### config.mk
export PLATFORM = sky130hd
export DESIGN_NAME = rom_scanner_flat
export DESIGN_NICKNAME = d
export VERILOG_FILES = /design/src/rtl/rom_scanner_if.sv /design/src/rtl/rom_scanner.sv /design/src/flat_wrapper.sv
export SDC_FILE = /design/constraint.sdc
export NUM_CORES = 1
export LEC_CHECK = 0
export BUFFER_PORTS_ARGS = -buffer_cell sky130_fd_sc_hd__buf_2
export CAP_MARGIN = 20
export CORE_ASPECT_RATIO = 1.5
export CORE_MARGIN = 3
export CORE_UTILIZATION = 50
export CTS_CLUSTER_DIAMETER = 30
export CTS_CLUSTER_SIZE = 16
export DETAILED_ROUTE_END_ITERATION = 16
export PLACE_DENSITY = 0.72
export SYNTH_ARGS = -nofsm -noshare
export SYNTH_HDL_FRONTEND = slang
export SYNTH_SLANG_ARGS = --single-unit
### constraint.sdc
create_clock -name clk -period 2.7 [get_ports clk]
set_input_delay 0.135 -clock clk [delete_from_list [all_inputs] [get_ports clk]]
set_output_delay 0.135 -clock clk [all_outputs]
set_load 0.005 [all_outputs]
### src/rtl/rom_scanner_if.sv
// Socket-side bundle for rom_scanner: key/mode controls in, chip pins and status out.
interface rom_scanner_if #(
    parameter int DATA_WIDTH    = 8,
    parameter int ADDRESS_WIDTH = 9
);
    logic                     enable;
    logic                     mode;
    logic                     start;
    logic                     increment_address;
    logic                     decrement_address;
    logic [DATA_WIDTH-1:0]    data_line_in;
    logic [3:0]               operation;
    logic [ADDRESS_WIDTH-1:0] address_line;
    logic [DATA_WIDTH-1:0]    data_line;
    logic                     data_valid;
    logic                     busy;
    logic                     scan_done;

    modport master (
        output enable, mode, start, increment_address, decrement_address, data_line_in,
        input  operation, address_line, data_line, data_valid, busy, scan_done
    );

    modport slave (
        input  enable, mode, start, increment_address, decrement_address, data_line_in,
        output operation, address_line, data_line, data_valid, busy, scan_done
    );
endinterface

### src/rtl/rom_scanner.sv
// ROM reader for 556PT4/PT5 sockets: manual key stepping or full auto scan,
// with an address-settle delay before each data sample.
module rom_scanner #(
    parameter int       DATA_WIDTH     = 8,
    parameter int       ADDRESS_WIDTH  = 9,
    parameter int       MAX_ADDRESS    = 2**ADDRESS_WIDTH - 1,
    parameter int       SETTLE_CYCLES  = 4,
    parameter bit [3:0] READ_OPERATION = 4'b1100
) (
    input  logic           clk,
    input  logic           reset,
    rom_scanner_if.slave   bus
);

    typedef enum logic [2:0] {IDLE, SETTLE, SAMPLE, ADVANCE, DONE} state_t;

    localparam int                       CNT_W       = $clog2(SETTLE_CYCLES + 1);
    localparam logic [CNT_W-1:0]         SETTLE_LOAD = CNT_W'(SETTLE_CYCLES);
    localparam logic [ADDRESS_WIDTH-1:0] LAST_ADDR   = ADDRESS_WIDTH'(MAX_ADDRESS);

    state_t                   state, state_next;
    logic [ADDRESS_WIDTH-1:0] address, address_next;
    logic [CNT_W-1:0]         settle_cnt, settle_cnt_next;
    logic                     auto_scan, auto_scan_next;
    logic [DATA_WIDTH-1:0]    data_q;
    logic [3:0]               operation_q;
    logic                     valid_q, valid_next;
    logic                     done_q, done_next;
    logic                     capture;
    logic                     inc_q, dec_q, start_q;
    logic                     inc_evt, dec_evt, start_evt;

    // Key levels are compared with last clock's sample so a held key steps once.
    assign inc_evt   = bus.increment_address & ~inc_q;
    assign dec_evt   = bus.decrement_address & ~dec_q;
    assign start_evt = bus.start & ~start_q;

    always_comb begin
        // NOTE: every signal gets a default before the case so no path infers a latch.
        state_next      = state;
        address_next    = address;
        settle_cnt_next = settle_cnt;
        auto_scan_next  = auto_scan;
        capture         = 1'b0;
        valid_next      = 1'b0;
        done_next       = 1'b0;

        if (!bus.enable) begin
            state_next = IDLE;
        end else begin
            case (state)
                IDLE: begin
                    if (bus.mode) begin
                        if (start_evt) begin
                            address_next    = '0;
                            auto_scan_next  = 1'b1;
                            settle_cnt_next = SETTLE_LOAD;
                            state_next      = SETTLE;
                        end
                    end else if (inc_evt && !dec_evt) begin
                        address_next    = (address == LAST_ADDR) ? '0 : address + ADDRESS_WIDTH'(1);
                        auto_scan_next  = 1'b0;
                        settle_cnt_next = SETTLE_LOAD;
                        state_next      = SETTLE;
                    end else if (dec_evt && !inc_evt) begin
                        address_next    = (address == '0) ? LAST_ADDR : address - ADDRESS_WIDTH'(1);
                        auto_scan_next  = 1'b0;
                        settle_cnt_next = SETTLE_LOAD;
                        state_next      = SETTLE;
                    end
                end
                SETTLE: begin
                    if (settle_cnt == CNT_W'(1)) state_next = SAMPLE;
                    else settle_cnt_next = settle_cnt - CNT_W'(1);
                end
                SAMPLE: begin
                    capture    = 1'b1;
                    valid_next = 1'b1;
                    if (!auto_scan)              state_next = IDLE;
                    else if (address == LAST_ADDR) state_next = DONE;
                    else                         state_next = ADVANCE;
                end
                ADVANCE: begin
                    address_next    = address + ADDRESS_WIDTH'(1);
                    settle_cnt_next = SETTLE_LOAD;
                    state_next      = SETTLE;
                end
                DONE: begin
                    done_next    = 1'b1;
                    address_next = '0;
                    state_next   = IDLE;
                end
                default: state_next = IDLE;
            endcase
        end
    end

    // NOTE: sequential state uses non-blocking assignments so all registers update together.
    always_ff @(posedge clk or posedge reset) begin
        if (reset) begin
            state       <= IDLE;
            address     <= '0;
            settle_cnt  <= '0;
            auto_scan   <= 1'b0;
            data_q      <= '0;
            operation_q <= 4'b0000;
            valid_q     <= 1'b0;
            done_q      <= 1'b0;
            inc_q       <= 1'b0;
            dec_q       <= 1'b0;
            start_q     <= 1'b0;
        end else begin
            state       <= state_next;
            address     <= address_next;
            settle_cnt  <= settle_cnt_next;
            auto_scan   <= auto_scan_next;
            valid_q     <= valid_next;
            done_q      <= done_next;
            operation_q <= bus.enable ? READ_OPERATION : 4'b0000;
            inc_q       <= bus.increment_address;
            dec_q       <= bus.decrement_address;
            start_q     <= bus.start;
            if (capture) data_q <= bus.data_line_in;
        end
    end

    assign bus.operation    = operation_q;
    assign bus.address_line = address;
    assign bus.data_line    = data_q;
    assign bus.data_valid   = valid_q;
    assign bus.scan_done    = done_q;
    assign bus.busy         = (state != IDLE);

endmodule

### src/flat_wrapper.sv
// flat-port wrapper written by rule: the top's interface ports become plain ports
module rom_scanner_flat 
#(
    parameter int       DATA_WIDTH     = 8,
    parameter int       ADDRESS_WIDTH  = 9,
    parameter int       MAX_ADDRESS    = 2**ADDRESS_WIDTH - 1,
    parameter int       SETTLE_CYCLES  = 4,
    parameter bit [3:0] READ_OPERATION = 4'b1100
)
  (clk, reset, bus_enable, bus_mode, bus_start, bus_increment_address, bus_decrement_address, bus_data_line_in, bus_operation, bus_address_line, bus_data_line, bus_data_valid, bus_busy, bus_scan_done);
  rom_scanner_if #(.DATA_WIDTH(DATA_WIDTH), .ADDRESS_WIDTH(ADDRESS_WIDTH)) bus_i ();
  input  logic clk;
  input  logic reset;
  input wire logic [$bits(bus_i.enable)-1:0] bus_enable;
  input wire logic [$bits(bus_i.mode)-1:0] bus_mode;
  input wire logic [$bits(bus_i.start)-1:0] bus_start;
  input wire logic [$bits(bus_i.increment_address)-1:0] bus_increment_address;
  input wire logic [$bits(bus_i.decrement_address)-1:0] bus_decrement_address;
  input wire logic [$bits(bus_i.data_line_in)-1:0] bus_data_line_in;
  output wire logic [$bits(bus_i.operation)-1:0] bus_operation;
  output wire logic [$bits(bus_i.address_line)-1:0] bus_address_line;
  output wire logic [$bits(bus_i.data_line)-1:0] bus_data_line;
  output wire logic [$bits(bus_i.data_valid)-1:0] bus_data_valid;
  output wire logic [$bits(bus_i.busy)-1:0] bus_busy;
  output wire logic [$bits(bus_i.scan_done)-1:0] bus_scan_done;
  assign bus_i.enable = bus_enable;
  assign bus_i.mode = bus_mode;
  assign bus_i.start = bus_start;
  assign bus_i.increment_address = bus_increment_address;
  assign bus_i.decrement_address = bus_decrement_address;
  assign bus_i.data_line_in = bus_data_line_in;
  assign bus_operation = bus_i.operation;
  assign bus_address_line = bus_i.address_line;
  assign bus_data_line = bus_i.data_line;
  assign bus_data_valid = bus_i.data_valid;
  assign bus_busy = bus_i.busy;
  assign bus_scan_done = bus_i.scan_done;
  rom_scanner #(.DATA_WIDTH(DATA_WIDTH), .ADDRESS_WIDTH(ADDRESS_WIDTH), .MAX_ADDRESS(MAX_ADDRESS), .SETTLE_CYCLES(SETTLE_CYCLES), .READ_OPERATION(READ_OPERATION)) u_core (.clk(clk), .reset(reset), .bus(bus_i));
endmodule
### After elaboration in Yosys (flattened, before gate mapping)

Index checks and enable logic that the tools add are counted.

* mux-type cells: 31
* add/sub/neg operators: 3
* reduce and logical (&&, ||, !) cells: 14
* eq/ne operators: 13
* bitwise logic cells: 6

Operators with widths (count)
* $mux 9: 6
* $mux 3: 13
* $pmux 9 s3: 1
* $pmux 3 s4: 1
* $reduce_bool 3->1: 4
* $add 9x1->9 const B: 1
* $eq 9x9->1 const B: 1
* $logic_not 9->1: 1
* $pmux 3 s3: 1
* $sub 9x1->9 const B: 1
* $mux 1: 8
* $reduce_and 4->1: 2
* $eq 3x1->1 const B: 2
* $eq 3x2->1 const B: 2
* $ne 3x2->1 const B: 2
* $ne 5x3->1 const B: 1
* $reduce_and 5->1: 1
* $mux 4: 1
* $ne 4x2->1 const B: 1
* $ne 4x3->1 const B: 1
* $and 1x1->1: 3
* $eq 3x3->1 const B: 1
* $logic_not 3->1: 1
* $not 1->1: 3
* 6 further kinds: 8

* bits in registers: 33
* input bits: 15
* output and inout port bits: 24

### Longest topological paths before layout

Gate-level depths: netlist of run 1.

* word-level depth: 9
* depth in mapped cells: 10
* depth with buffers taken out: 9

### Worst setup path before layout of run 1

OpenSTA, ideal clock, no wires.

* kind: register -> register
* start point: reg u_core.address[2], in the netlist u_core.bus.address_line[2]
* end point: reg u_core.address[6], in the netlist u_core.bus.address_line[6]
* path buffers: 1
* required time: 2.596 ns
* arrival: 2.327 ns
* clock period less this slack: 2.431 ns
* path slack: 0.269 ns
* stages on the path, launching flop included: 11
* cells stage by stage: dfrtp_1 > buf_6 > and3_2 > and3_1 > and3_1 > ha_1 > or3b_2 > a21oi_1 > o21bai_1 > a22oi_1 > o311ai_1

* cells in the longest elaborated chain, start to end: 6
* elaborated cells between the ends (all ways): 10

RTL lines
* start, declared: line rom_scanner.sv:22 `logic [ADDRESS_WIDTH-1:0] address, address_next;`
* start signal, assigned: line rom_scanner.sv:114 `address <= address_next;`
* $sub 9x1->9 or $logic_not 9->1 (tied branches): line rom_scanner.sv:66 `address_next = (address == '0) ? LAST_ADDR : address - ADDRESS_WIDTH'(1);`
* $mux 9: line rom_scanner.sv:66
* $mux 9: line rom_scanner.sv:65 `end else if (dec_evt && !inc_evt) begin`
* $mux 9: line rom_scanner.sv:60 `end else if (inc_evt && !dec_evt) begin`
* $mux 9: line rom_scanner.sv:53 `if (bus.mode) begin`
* $pmux 9 s3 *: line rom_scanner.sv:51 `case (state)`

Mark *: on every way between the ends. The rest lies on a longest branch, timed or not. The select of a mux whose other input is x is not followed.
A chain may end at the register's enable or synchronous reset.

### Worst setup path after layout of run 1

* start point: reg u_core.address[0], in the netlist u_core.bus.address_line[0]
* end point: reg u_core.address[6], in the netlist u_core.bus.address_line[6]

Same word-level chain as after synthesis.

==> run_results.csv, run 1 <==
group,metric,value,unit
timing,grt_setup_unrepaired,"false",
timing,finalCritPeriodShare,0.956,
global_routing,antenna_found_initial,0,
worst_hold_path,hp-class,"in2reg",
run,cap_violations,0,
synth,yosys.cell_count.top_type,"dfrtp_1",
critical_path,crit_required,2.87,ns
timing,setup_viol_count_final,0,
global_routing,met3_usage,0.0466,
timing,slew_headroom,0.592,
placement,place_congestion,0.881,
power,p_switching,0.682,mW
floorplan,fp.dieW,55.4,µm
clocking,clkSinkCount,30,
final_layout,area_growth,21.9,%
critical_path,critPathMaxFanout,5,
final_layout,drive_gt1_frac,0.278,
floorplan,core-area,3450,µm²
final_layout,multi_input_area,992,µm²
global_routing,top_usage_layer,"met2",
drt,initialDrtViolationCount,79,
floorplan,die-height,80.1,µm
synth,syn-cell-area,1830,µm²
drt,wl,4.42,mm
final_layout,fin_area,2230,µm²
drt,ant_nets,0,
synth,async_flop_share,1.00,
synth,yosys-top-cells-count,"dfrtp_1, nor2_1, nand2_1",
timing,tns,0,ns
clocking,numCtsBuffers,5,
global_routing,grt_overflow_total,0,
timing,skew,0.00646,ns
global_routing,grtUsageTotal,0.217,
global_routing,grt_max_degree,31,
synth,synthSimpleGateAreaFrac,0.235,
global_routing,grt_pass1_vias,1708,
global_routing,met2_usage,0.390,
drt,dr_total_vias,1720,
synth,yosys.area.top_type,"dfrtp_1",
synth,syn_inst,200,
clocking,postCtsSetupRepairBufs,0,
placement,hpwl,3.21,mm
placement,place_area,2080,µm²
synth,synthMuxAreaShare,0.0608,
clocking,cts.reportedPaths.clkPinSlew,0.07,ns
drt,vias_per_cell,5.93,
outcome,status,"completed",
drt,firstDrtPassIters,4,
floorplan,rows,26,
floorplan,initial_utilization,0.531,
drt,wire_per_inst,15.2,µm
drt,drc,0,
power,leakage,1.06,nW
power,seqPwrFrac,0.357,
final_layout,fin_nets,269,
synth,yosysWarningCount,0,
timing,report.final.slew_viol_count,0,
synth,ys_seq_area_frac,0.410,
power,power_density,868,nW/µm²
timing,tightestPinTransition,0.610,ns
critical_path,crit_arrival,2.75,ns
final_layout,stdcell_count,290,
critical_path,worstSetupStartpointType,"flip-flop",
power,power_frac_comb,0.409,
synth,synth_xor_area_frac,0,
clocking,clk-insertion-delay-late,0.28,ns
synth,synth_top_area_frac,0.410,
clocking,cts_htree_levels,2,
clocking,cts_tree,"built",
synth,synth_top_family_by_area,"simple AND/OR/NAND/NOR gates",
synth,synth-edff-count,0,
timing,final_hold_viol_count,0,
power,irDropWorstVdd,0.555,mV
critical_path,endpoint_kind,"flip-flop",
synth,synthDistinctLibCells,47,
placement,io_buffer_count,36,
clocking,root_buffer,"clkbuf_8",
floorplan,ioPinCount,39,
synth,synthAdderAreaFrac,0.0478,
synth,synth-compound-area-share,0.193,
floorplan,dieArea,4440,µm²
timing,period_minus_slack,2.58,ns
clocking,clock_path_buffers,2,
power,switching_share,0.352,
final_layout,fillCellCount,324,
global_routing,grt_use_met1,0.241,
final_layout,num_antenna_cells,0,
critical_path,crit_chain,"ha_1, and3_1, and3_1, ha_1, or3b_2, a21oi_1, o21bai_1, a22oi_1, o311ai_1",
final_layout,seq_area,751,µm²
critical_path,crit_type,"reg2reg",
critical_path,cpPeakStageDelay,0.46,ns
power,power.share.clock,0.234,
global_routing,grt_pass1_wl,7.60,mm
synth,synth-seq-cells,30,
synth,yosys_most_used_dff,"dfrtp_1",
timing,maxClockFrequency,387,MHz
critical_path,cp_slowest_cell,"or3b_2",
placement,place_inst,278,
power,internal-power,1.25,mW
synth,synth.area.top_cells,"dfrtp_1, mux2_2, ha_1",
synth,avgSynthCellArea,9.15,µm²
[power by group through the flow]
stage | registers (mW) | logic, mW | clock network [mW]
floorplan | 0.719 | 0.470 | 0
global placement | 0.694 | 0.774 | 0
detailed placement | 0.703 | 0.786 | 0
CTS | 0.694 | 0.794 | 0.459
global route | 0.717 | 0.895 | 0.478
finish | 0.691 | 0.792 | 0.452
[cells in the final DEF, fill, tap and decap left out, types with 3 or more instances in the layout]
master,instances
dfrtp_1,30
nor3_1,6
and3b_1,3
inv_1,10
a21oi_1,12
o21ai_0,10
nand2_1,14
buf_4,9
nand3_1,4
a21o_1,4
a31oi_1,4
and3_1,7
nor2_1,16
dlygate4sd3_1,4
nor2b_1,8
a211oi_1,3
or3_1,4
buf_2,36
clkbuf_8,5
nand2b_1,4
mux2_2,9
ha_1,6
[layer usage]
metal / part of all wire / vias up
met2: 0.54 / 63
met4: 0.024 / 0
met1: 0.39 / 827
li1: - / 817
met5: 0 / -
met3: 0.050 / 13
[critical path: cells and delay by family (launching register included)]
kind	cells	cell delay, ns
AOI/OAI and AO/OA	4	0.73
and+or+nand+nor	3	0.87
adders and majority gates	2	0.48
DFF	1	0.38
[worst paths after layout]
check                                           startpoint                    endpoint  slack, ns  cells after the start
worst min-delay path                            bus_enable     u_core.bus.operation[2]       0.06                      1
worst max-delay path            u_core.bus.address_line[0]  u_core.bus.address_line[6]       0.12                      9
worst max register to register  u_core.bus.address_line[0]  u_core.bus.address_line[6]       0.12                      9
min in group asynchronous                            reset  u_core.bus.address_line[1]       0.47                      4
worst min register to register        u_core.settle_cnt[1]        u_core.settle_cnt[1]       0.49                      2
max in group asynchronous                            reset     u_core.bus.operation[2]       1.95                      4
[sequential cells by signal (all words and copies together), names as in the netlist]
register,flops
u_core.auto_scan,1
u_core.bus.address_line,9
u_core.bus.data_line,8
u_core.bus.data_valid,1
u_core.bus.operation,1
u_core.bus.scan_done,1
u_core.dec_q,1
u_core.inc_q,1
u_core.settle_cnt,3
u_core.start_q,1
u_core.state,3
[repair_timing]
| item | in CTS | in global routing |
|---|---|---|
| setup endpoints to repair | 0 | 1 |
| hold buffers | 4 | 0 |
| endpoints found under the hold margin | 33 | 0 |
| gates resized for setup | 0 | 1 |
[stage by stage]
| stage | total power [mW] | hold slack (ns) | setup slack [ns] | utilization |
|---|---|---|---|---|
| floorplan | 1.19 | 0.166 | 0.269 | - |
| global route | 2.09 | 0.0546 | 0.00409 | 0.647 |
| finish | 1.94 | 0.0623 | 0.119 | 0.647 |
| detailed placement | 1.49 | 0.234 | 0.185 | 0.603 |
| CTS | 1.95 | 0.0537 | 0.115 | 0.646 |
| global placement | 1.47 | 0.228 | 0.277 | 0.603 |
[final cells by class]
type                       instances  share of cell area
clock buffer                       6              0.0325
sequential                        30               0.337
multi-input combinational        151               0.445
clock inverter                     2              0.0168
tap                               42              0.0236
timing repair buffer              49               0.129
inverter                          10              0.0168
[kinds of logic (layout without fill, tap and decap cells)]
family | after synthesis | after routing
multiplexers | 10 | 10
AO/OA/AOI/OAI | 53 | 53
buffers and inverters | 20 | 67
adder cells (fa/ha/maj) | 7 | 7
AND/OR/NAND/NOR | 79 | 79
flip-flops | 30 | 30
other | 1 | 2
Power figures use the tool's default switching activity.
==> run 2, diff against run 1 <==
MAX_ROUTING_LAYER = met4   (was unset)
==> run_results.csv, run 2 (synthesis results as in run 1) <==
group,metric,value,unit
outcome,status,"completed",
final_layout,num_antenna_cells,0,
timing,slew_headroom,0.590,
floorplan,core-area,3450,µm²
timing,report.final.slew_viol_count,0,
global_routing,grt_pass1_wl,7.61,mm
critical_path,cp_slowest_cell,"or3b_2",
timing,setup_viol_count_final,0,
power,total_power,1.94,mW
clocking,numCtsBuffers,5,
critical_path,crit_chain,"ha_1, and3_1, and3_1, ha_1, or3b_2, a21oi_1, o21bai_1, a22oi_1, o311ai_1",
final_layout,fin_nets,269,
drt,firstDrtPassIters,4,
power,leakage,1.06,nW
clocking,clock_path_buffers,2,
critical_path,crit_type,"reg2reg",
clocking,clk-insertion-delay-late,0.29,ns
power,irDropWorstVdd,0.557,mV
drt,vias_per_cell,5.94,
placement,place_inst,278,
timing,tns,0,ns
clocking,cts_tree,"built",
drt,initialDrtViolationCount,86,
floorplan,dieArea,4440,µm²
critical_path,crit_required,2.87,ns
timing,period_minus_slack,2.58,ns
timing,final_hold_viol_count,0,
critical_path,cpPeakStageDelay,0.46,ns
critical_path,crit_arrival,2.76,ns
power,power_density,869,nW/µm²
worst_hold_path,hp-class,"in2reg",
timing,grt_setup_unrepaired,"false",
floorplan,rows,26,
drt,drc,0,
drt,ant_nets,0,
placement,io_buffer_count,36,
final_layout,largest_register_ffs,9,
critical_path,endpoint_kind,"flip-flop",
floorplan,die-height,80.1,µm
critical_path,critPathMaxFanout,5,
run,cap_violations,0,
timing,finalCritPeriodShare,0.956,
clocking,clkSinkCount,30,
global_routing,grt_overflow_total,0,
clocking,cts.reportedPaths.clkPinSlew,0.07,ns
drt,wl,4.42,mm
floorplan,initial_utilization,0.531,
critical_path,cp_top_family,"simple AND/OR/NAND/NOR gates",
floorplan,ioPinCount,39,
final_layout,layout_common_cells,"buf_2, dfrtp_1, nor2_1, nand2_1, a21oi_1",
final_layout,stdcell_count,290,
final_layout,area_growth,21.9,%
drt,dr_total_vias,1723,
final_layout,mostFrequentLayoutCell,"buf_2",
timing,tightestPinTransition,0.612,ns
global_routing,antenna_found_initial,0,
placement,hpwl,3.21,mm
timing,skew,0.00651,ns
clocking,postCtsSetupRepairBufs,0,
critical_path,critical_path_buf_inv_count,0,
global_routing,grt_pass1_vias,1703,
floorplan,fp.dieW,55.4,µm
global_routing,grt_max_degree,31,
timing,maxClockFrequency,387,MHz
global_routing,grtUsageTotal,0.223,
placement,place_congestion,0.896,
critical_path,worstSetupStartpointType,"flip-flop",
clocking,root_buffer,"clkbuf_8",
clocking,cts_htree_levels,2,
final_layout,drive_gt1_frac,0.278,
drt,wire_per_inst,15.2,µm
run 2: cell counts in the layout (fill, tap and decap cells not counted):
No cell type changed its count.
run 2: layout make-up:
class	instances	area (µm²)
fillers	324	1220
inverters	10	37.5
clock buffers	6	72.6
clock inverters	2	37.5
repair buffers	49	288
flip-flops and latches	30	751
well taps	42	52.6
multi-input cells	151	992
run 2: report_power, final:
| part | switching [mW] | leakage [nW] | internal (mW) | total (mW) |
|---|---|---|---|---|
| Clock | 0.179 | 0.0514 | 0.275 | 0.454 |
| Combinational | 0.407 | 0.640 | 0.386 | 0.793 |
| Sequential | 0.0991 | 0.373 | 0.593 | 0.692 |
run 2: routing by layer:
layer / global-route usage / vias up / part of all wire
li1: - / 817 / -
met1: 0.245 / 836 / 0.40
met2: 0.389 / 60 / 0.54
met3: 0.0418 / 10 / 0.043
met4: 0.105 / 0 / 0.021
met5: - / - / 0
run 2: per-stage QoR:
step / worst slack [ns] / hold WS (ns) / util / cell area, µm²
finish: 0.118 / 0.0615 / 0.647 / 2230
global route: 0.00409 / 0.0546 / 0.647 / 2230
CTS: 0.115 / 0.0537 / 0.646 / 2230
detailed placement: 0.185 / 0.234 / 0.603 / 2080
global placement: 0.277 / 0.228 / 0.603 / 2080
floorplan: 0.269 / 0.166 / - / 1830
run 2: what timing repair did:
item / CTS / global route
gates resized for setup: 0 / 1
setup endpoints to repair: 0 / 1
hold buffers: 4 / 0
endpoints found under the hold margin: 33 / 0
run 2: worst paths after layout:
path / slack [ns] / cells after the start / startpoint / endpoint
worst max register to register: 0.12 / 9 / u_core.bus.address_line[0] / u_core.bus.address_line[6]
worst max-delay path: 0.12 / 9 / u_core.bus.address_line[0] / u_core.bus.address_line[6]
max in group asynchronous: 1.95 / 4 / reset / u_core.bus.operation[2]
worst min-delay path: 0.06 / 1 / bus_enable / u_core.bus.operation[2]
min in group asynchronous: 0.46 / 4 / reset / u_core.bus.address_line[1]
worst min register to register: 0.49 / 2 / u_core.settle_cnt[1] / u_core.settle_cnt[1]
